File: config.mk
export PLATFORM = sky130hd
export DESIGN_NAME = scrambler_mc_flat
export DESIGN_NICKNAME = d
export VERILOG_FILES = /design/src/rtl/scr_pkg.sv /design/src/rtl/scrambler_mc_if.sv /design/src/rtl/scr_fifo.sv /design/src/rtl/scrambler_mc.sv /design/src/flat_wrapper.sv
export SDC_FILE = /design/constraint.sdc
export NUM_CORES = 1
export LEC_CHECK = 0
export CAP_MARGIN = 20
export CORE_ASPECT_RATIO = 0.9
export CORE_MARGIN = 5
export CORE_UTILIZATION = 60
export DETAILED_ROUTE_END_ITERATION = 16
export PLACE_DENSITY = 0.77
export SLEW_MARGIN = 20
export SYNTH_ARGS = -nofsm -noshare
export SYNTH_HDL_FRONTEND = slang
export SYNTH_SLANG_ARGS = --single-unit
File: constraint.sdc
create_clock -name clk -period 6.64 [get_ports clk]
set_input_delay 1.992 -clock clk [delete_from_list [all_inputs] [get_ports clk]]
set_output_delay 1.992 -clock clk [all_outputs]
set_load 0.03 [all_outputs]
File: src/rtl/scr_pkg.sv
// Shared constants, FIFO entry type and LFSR step for the multi-channel scrambler.
package scr_pkg;

  localparam int unsigned CH_MAXW = 3;
  localparam int unsigned XW      = 32;

  localparam logic [3:0] OFF_SEED = 4'h0;
  localparam logic [3:0] OFF_POLY = 4'h4;
  localparam logic [3:0] OFF_CTRL = 4'h8;

  localparam logic [XW-1:0] RST_SEED = 32'h0000_0001;
  localparam logic [XW-1:0] RST_POLY = 32'h8020_0003;

  typedef struct packed {
    logic [CH_MAXW-1:0] ch;
    logic [XW-1:0]      data;
  } scr_entry_t;

  // One Galois LFSR step
  function automatic logic [XW-1:0] galois_next(input logic [XW-1:0] s, input logic [XW-1:0] poly);
    return (s >> 1) ^ (s[0] ? poly : 32'h0);
  endfunction

endpackage

File: src/rtl/scrambler_mc_if.sv
// Register bus, input stream and output stream of scrambler_mc.
interface scrambler_mc_if #(
  parameter int unsigned DW  = 8,
  parameter int unsigned NCH = 4
);
  localparam int unsigned CW = (NCH > 1) ? $clog2(NCH) : 1;

  logic          write;
  logic [11:0]   addr;
  logic [31:0]   lfsrdin;
  logic          pushin;
  logic [CW-1:0] chin;
  logic [DW-1:0] datain;
  logic [31:0]   entrophy;
  logic          stallout;
  logic          pushout;
  logic [CW-1:0] chout;
  logic [31:0]   dataout;
  logic          stopin;
  logic [15:0]   dropcnt;

  modport master (
    output write, addr, lfsrdin, pushin, chin, datain, entrophy, stopin,
    input  stallout, pushout, chout, dataout, dropcnt
  );

  modport slave (
    input  write, addr, lfsrdin, pushin, chin, datain, entrophy, stopin,
    output stallout, pushout, chout, dataout, dropcnt
  );
endinterface

File: src/rtl/scr_fifo.sv
// Output FIFO with a registered head view: head/head_vld are flops that
// always show the oldest entry and stay stable while stop is high.
module scr_fifo
  import scr_pkg::*;
#(
  parameter  int unsigned DEPTH = 8,
  localparam int unsigned AW    = $clog2(DEPTH),
  localparam int unsigned CNTW  = AW + 1
) (
  input  logic            clk,
  input  logic            rst,
  input  logic            wr_en,
  input  scr_entry_t      wr_data,
  input  logic            stop,
  output logic            head_vld,
  output scr_entry_t      head,
  output logic [CNTW-1:0] count
);

  scr_entry_t      mem_q [DEPTH];
  scr_entry_t      mem_d [DEPTH];
  logic [AW-1:0]   wr_ptr_q, wr_ptr_d;
  logic [AW-1:0]   rd_ptr_q, rd_ptr_d;
  logic [CNTW-1:0] count_q, count_d;
  logic            head_vld_q, head_vld_d;
  scr_entry_t      head_q, head_d;
  logic            rd_c;

  // Pointer/count update and next head selection (bypasses a same-cycle write)
  always_comb begin
    mem_d      = mem_q;
    wr_ptr_d   = wr_ptr_q;
    rd_ptr_d   = rd_ptr_q;
    head_d     = head_q;
    rd_c       = head_vld_q & ~stop;
    if (wr_en) begin
      mem_d[wr_ptr_q] = wr_data;
      wr_ptr_d        = wr_ptr_q + AW'(1);
    end
    if (rd_c) begin
      rd_ptr_d = rd_ptr_q + AW'(1);
    end
    count_d    = count_q + CNTW'(wr_en) - CNTW'(rd_c);
    head_vld_d = (count_d != '0);
    if (head_vld_d) begin
      head_d = mem_d[rd_ptr_d];
    end
  end

  // State registers
  always_ff @(posedge clk) begin
    if (!rst) begin
      for (int unsigned i = 0; i < DEPTH; i++) begin
        mem_q[i] <= '0;
      end
      wr_ptr_q   <= '0;
      rd_ptr_q   <= '0;
      count_q    <= '0;
      head_vld_q <= 1'b0;
      head_q     <= '0;
    end else begin
      mem_q      <= mem_d;
      wr_ptr_q   <= wr_ptr_d;
      rd_ptr_q   <= rd_ptr_d;
      count_q    <= count_d;
      head_vld_q <= head_vld_d;
      head_q     <= head_d;
    end
  end

  assign head_vld = head_vld_q;
  assign head     = head_q;
  assign count    = count_q;

endmodule

File: src/rtl/scrambler_mc.sv
// Multi-channel LFSR scrambler: per-channel Galois LFSRs programmed over a
// small register bus, one result stage, then an in-order output FIFO.
// Optional build macro: SCRAMBLER_DROPCNT_EN enables the dropped-input counter.
module scrambler_mc
  import scr_pkg::*;
#(
  parameter int unsigned DW    = 8,
  parameter int unsigned NCH   = 4,
  parameter int unsigned DEPTH = 8
) (
  input logic           clk,
  input logic           rst,
  scrambler_mc_if.slave bus
);

  localparam int unsigned CW   = (NCH > 1) ? $clog2(NCH) : 1;
  localparam int unsigned CNTW = $clog2(DEPTH) + 1;
  localparam int unsigned NW   = CNTW + 1;

  logic [31:0]     lfsr_q [NCH];
  logic [31:0]     lfsr_d [NCH];
  logic [31:0]     poly_q [NCH];
  logic [31:0]     poly_d [NCH];
  logic [NCH-1:0]  en_q, en_d;
  logic            stg_vld_q, stg_vld_d;
  scr_entry_t      stg_q, stg_d;
  logic            stall_q, stall_d;

  logic [31:0]     cur_lfsr_c, cur_poly_c, next_c;
  logic            chan_en_c, acc_c, reg_hit_c, pop_c;
  logic [NW-1:0]   occ_nxt_c;

  logic            head_vld;
  scr_entry_t      head;
  logic [CNTW-1:0] fifo_cnt;

  // Select the addressed channel's state and decide acceptance
  always_comb begin
    cur_lfsr_c = '0;
    cur_poly_c = '0;
    chan_en_c  = 1'b0;
    for (int unsigned i = 0; i < NCH; i++) begin
      if (bus.chin == CW'(i)) begin
        cur_lfsr_c = lfsr_q[i];
        cur_poly_c = poly_q[i];
        chan_en_c  = en_q[i];
      end
    end
    acc_c  = bus.pushin & ~stall_q & chan_en_c;
    next_c = galois_next(cur_lfsr_c, cur_poly_c);
  end

  // Per-channel LFSR/poly/enable update; a register write overrides a same-cycle advance
  always_comb begin
    lfsr_d    = lfsr_q;
    poly_d    = poly_q;
    en_d      = en_q;
    reg_hit_c = bus.write && (bus.addr[11:8] == 4'h0);
    for (int unsigned i = 0; i < NCH; i++) begin
      if (acc_c && (bus.chin == CW'(i))) begin
        lfsr_d[i] = next_c;
      end
      if (reg_hit_c && (bus.addr[7:4] == 4'(i))) begin
        case (bus.addr[3:0])
          OFF_SEED: lfsr_d[i] = (bus.lfsrdin == 32'h0) ? RST_SEED : bus.lfsrdin;
          OFF_POLY: poly_d[i] = bus.lfsrdin;
          OFF_CTRL: en_d[i]   = bus.lfsrdin[0];
          default:  ;
        endcase
      end
    end
  end

  // Result stage and registered stall from next-cycle occupancy
  always_comb begin
    stg_vld_d    = acc_c;
    stg_d.ch     = CH_MAXW'(bus.chin);
    stg_d.data   = next_c ^ bus.entrophy ^ 32'(bus.datain);
    pop_c        = head_vld & ~bus.stopin;
    occ_nxt_c    = NW'(fifo_cnt) + NW'(stg_vld_q) - NW'(pop_c) + NW'(acc_c);
    stall_d      = (occ_nxt_c >= NW'(DEPTH - 1));
  end

  // State registers
  always_ff @(posedge clk) begin
    if (!rst) begin
      for (int unsigned i = 0; i < NCH; i++) begin
        lfsr_q[i] <= RST_SEED;
        poly_q[i] <= RST_POLY;
      end
      en_q      <= '0;
      stg_vld_q <= 1'b0;
      stg_q     <= '0;
      stall_q   <= 1'b0;
    end else begin
      lfsr_q    <= lfsr_d;
      poly_q    <= poly_d;
      en_q      <= en_d;
      stg_vld_q <= stg_vld_d;
      stg_q     <= stg_d;
      stall_q   <= stall_d;
    end
  end

  scr_fifo #(.DEPTH(DEPTH)) u_fifo (
    .clk      (clk),
    .rst      (rst),
    .wr_en    (stg_vld_q),
    .wr_data  (stg_q),
    .stop     (bus.stopin),
    .head_vld (head_vld),
    .head     (head),
    .count    (fifo_cnt)
  );

`ifdef SCRAMBLER_DROPCNT_EN
  logic [15:0] dropcnt_q, dropcnt_d;

  // Saturating count of offered-but-not-accepted inputs
  always_comb begin
    dropcnt_d = dropcnt_q;
    if (bus.pushin && !acc_c && (dropcnt_q != 16'hFFFF)) begin
      dropcnt_d = dropcnt_q + 16'd1;
    end
  end

  // Drop counter register
  always_ff @(posedge clk) begin
    if (!rst) begin
      dropcnt_q <= '0;
    end else begin
      dropcnt_q <= dropcnt_d;
    end
  end

  assign bus.dropcnt = dropcnt_q;
`else
  assign bus.dropcnt = 16'h0;
`endif

  assign bus.stallout = stall_q;
  assign bus.pushout  = head_vld;
  assign bus.chout    = CW'(head.ch);
  assign bus.dataout  = head.data;

endmodule

File: src/flat_wrapper.sv
// flat-port wrapper written by rule: the top's interface ports become plain ports
module scrambler_mc_flat import scr_pkg::*;
#(
  parameter int unsigned DW    = 8,
  parameter int unsigned NCH   = 4,
  parameter int unsigned DEPTH = 8
)
  (clk, rst, bus_write, bus_addr, bus_lfsrdin, bus_pushin, bus_chin, bus_datain, bus_entrophy, bus_stopin, bus_stallout, bus_pushout, bus_chout, bus_dataout, bus_dropcnt);
  scrambler_mc_if #(.DW(DW), .NCH(NCH)) bus_i ();
  input logic clk;
  input logic rst;
  input wire logic [$bits(bus_i.write)-1:0] bus_write;
  input wire logic [$bits(bus_i.addr)-1:0] bus_addr;
  input wire logic [$bits(bus_i.lfsrdin)-1:0] bus_lfsrdin;
  input wire logic [$bits(bus_i.pushin)-1:0] bus_pushin;
  input wire logic [$bits(bus_i.chin)-1:0] bus_chin;
  input wire logic [$bits(bus_i.datain)-1:0] bus_datain;
  input wire logic [$bits(bus_i.entrophy)-1:0] bus_entrophy;
  input wire logic [$bits(bus_i.stopin)-1:0] bus_stopin;
  output wire logic [$bits(bus_i.stallout)-1:0] bus_stallout;
  output wire logic [$bits(bus_i.pushout)-1:0] bus_pushout;
  output wire logic [$bits(bus_i.chout)-1:0] bus_chout;
  output wire logic [$bits(bus_i.dataout)-1:0] bus_dataout;
  output wire logic [$bits(bus_i.dropcnt)-1:0] bus_dropcnt;
  assign bus_i.write = bus_write;
  assign bus_i.addr = bus_addr;
  assign bus_i.lfsrdin = bus_lfsrdin;
  assign bus_i.pushin = bus_pushin;
  assign bus_i.chin = bus_chin;
  assign bus_i.datain = bus_datain;
  assign bus_i.entrophy = bus_entrophy;
  assign bus_i.stopin = bus_stopin;
  assign bus_stallout = bus_i.stallout;
  assign bus_pushout = bus_i.pushout;
  assign bus_chout = bus_i.chout;
  assign bus_dataout = bus_i.dataout;
  assign bus_dropcnt = bus_i.dropcnt;
  scrambler_mc #(.DW(DW), .NCH(NCH), .DEPTH(DEPTH)) u_core (.clk(clk), .rst(rst), .bus(bus_i));
endmodule
==> impl_metrics.ini <==
[floorplan]
die_height_um = 216.9
rows = 75
start_util = 0.6096
die_w_um = 239.9
num_io_pins = 143
fp.coreArea_sq_mm = 0.04683
die_area_sq_mm = 0.05205

[yosys]
synth_edf_count = 0
ys_dominant_reg_cell = dfxtp_1
netlist_instances = 3383
avgSynthCellArea_sq_um = 8.438
synth.cell_area_sq_mm = 0.02855
async_flop_share = 0
ys_ff_latch = 613
yosys.area.top_type = dfxtp_1
yosys_warnings = 0
synth_area_leaders = dfxtp_1 43%, nand2_1 9.4%, mux2i_1 8.0%
synthTopCellsByCount = 716 x nand2_1, 613 x dfxtp_1, 402 x nor2_1, 316 x a21oi_1, 227 x mux2i_1
ys_types = 66
synth_top_area_frac = 0.4299
yosysMostFrequentCell = nand2_1
yosysSeqAreaShare = 0.4299

[final_layout]
finalCoreUtilization = 0.6758
regArea_sq_mm = 0.01227
drive_gt1_frac = 0.08346
area_delta_synth_final_pct = 10.85
finalNetCount = 3406
n_antenna_cell = 0
finalInstanceArea_sq_mm = 0.03165
multiInputGateArea_sq_mm = 0.01487
fin_cells = 3959
fillers = 3648

[cts]
clock_latency_ns = 0.64
cts-root-buf = clkbuf_16
numCtsBuffers = 60
ctsHoldBuffers = 0
ctsLongestPathBuffers = 3
post_cts_buffers = 0
htree_levels = 2
post_cts_resized = 0
clock-sinks = 613
cts_tree = yes
clk_pin_slew_worst_paths_ns = 0.06

[setup_path]
cp-start-kind = input pin
required_ns = 7.18
arrival_ns = 5.56
path_max_fanout = 23
worstSetupPathType = input pin to flip-flop
endpoint_kind = flip-flop

[global_route]
grt_pass1_vias = 24420
grt_usage = 0.3073
grt_pass1_wl_mm = 131.0
grt_max_degree = 174
grt_overflow_total = 0
antenna_found_initial = 1

[power]
p_per_area_mw_per_mm2 = 270.9
vdd_drop_max_mv = 0.2441
p_leak_nw = 11.11

[detailed_routing]
wl_per_cell_um = 20.91
drc = 0
wl_mm = 82.80
first_pass_iters = 6
antenna_left = 0
num_vias = 25040
avgViaCountPerCell = 6.324
dr.first_iter.drc_count = 2579

[placement]
dp_worst_setup_slack_ns = 0.9958
dp_cells = 3856
io_buffers = 126
dpl_cell_area_sq_mm = 0.02973
dp_hpwl_mm = 49.56
globalplace.congestion = 0.8514

[sta]
slew_violations = 0
fin_crit_sh = 0.7560
slew_headroom = 0.1947
finalSetupViolCount = 0
tightest_slew_ns = 1.197
setup-tns-final_ns = 0
rsz0062_at_grt = false
finalCriticalPeriod_ns = 5.020
hold_viol = 0
timing.fmax_ghz = 0.1992
setup_ws_ns = 1.620
skew_ns = 0.02183

[outcome]
outcome = finished, final reports clean

[hold_path]
min_path_type = flip-flop to flip-flop

[run]
maxCapViolations = 0
registers in the layout, summed over array words and instances (netlist names):
| register | cells |
|---|---|
| u_core.poly_q | 128 |
| u_core.stg_q | 34 |
| u_core.u_fifo.count | 4 |
| u_core.u_fifo.head | 34 |
| u_core.u_fifo.mem_q | 272 |
| u_core.u_fifo.head_vld | 1 |
| u_core.lfsr_q | 128 |
| u_core.u_fifo.wr_ptr_q | 3 |
| u_core.en_q | 4 |
| u_core.stg_vld_q | 1 |
| u_core.u_fifo.rd_ptr_q | 3 |
| u_core.bus.stallout | 1 |
worst paths after layout:
path | slack (ns) | cells after the start | from | end
min reg2reg | 0.45 | 2 | u_core.poly_q[66] | u_core.poly_q[66]
max reg2reg | 3.01 | 12 | u_core.stg_vld_q | u_core.u_fifo.head[15]
max | 1.62 | 14 | bus_stopin | u_core.u_fifo.head[15]
min | 0.45 | 2 | u_core.poly_q[66] | u_core.poly_q[66]
metrics by stage:
stage                     total power, mW  hold WS [ns]
after global placement              5.238        0.4382
after floorplan                     4.769        0.4322
after global routing                8.854        0.4718
final                               8.574        0.4537
after CTS                           8.573        0.4550
after detailed placement            5.266        0.4465
cell type report:
cell class                 instances  area share
clock buffer                      88     0.05330
clock inverter                    14    0.006445
inverter                          48    0.005931
multi-input combinational       2407      0.4698
sequential                       613      0.3878
tap                              616     0.02436
timing repair buffer             173     0.05243
placed cells by master, fill, tap and decap left out, drive strengths merged, types with 10 or more instances in the layout:
cell type and count:
clkdlybuf4s50 123, dfxtp 613, buf 50, mux2i 227
o22ai 132, conb 16, clkinv 11, nor4 10
xor2 12, nand3 55, o211ai 34, nor3 80
or2 24, a31oi 36, or4 33, a21oi 316
nand2 716, o221ai 23, nor2 402, o31ai 33
o21ai 19, mux4 98, clkbuf 88, xnor2 71
inv 47
power breakdown:
part           internal [mW]  leakage [nW]  switching [mW]
registers               3.71          4.95          0.0719
logic                  0.445          5.24           0.989
clock network           1.90         0.925            1.46
cells by family after synthesis:
family | synth area share
other | 0.0001314
AND/OR/NAND/NOR | 0.1986
flip-flops | 0.4299
XOR/XNOR | 0.02573
AO/OA/AOI/OAI | 0.1244
adder cells (fa/ha/maj) | 0.006049
buffers and inverters | 0.05746
multiplexers | 0.1577
critical path, stage by stage:
cell and delay (ns):
clkdlybuf4s50_1 0.43, nand2b_2 0.28, inv_2 0.27, ha_1 0.29, inv_1 0.06, ha_1 0.15, inv_1 0.06, fa_1 0.40
xnor2_1 0.14, or3b_2 0.52, nor3_4 0.51, buf_12 0.27, nand2_1 0.09, o31ai_1 0.07
metal layers:
layer	wire length, um	global-route usage
met5	0	0
met4	2181	0.1017
met3	7818	0.05608
met2	39380	0.5018
met1	33420	0.4163
(Power assumes the default switching activity.)
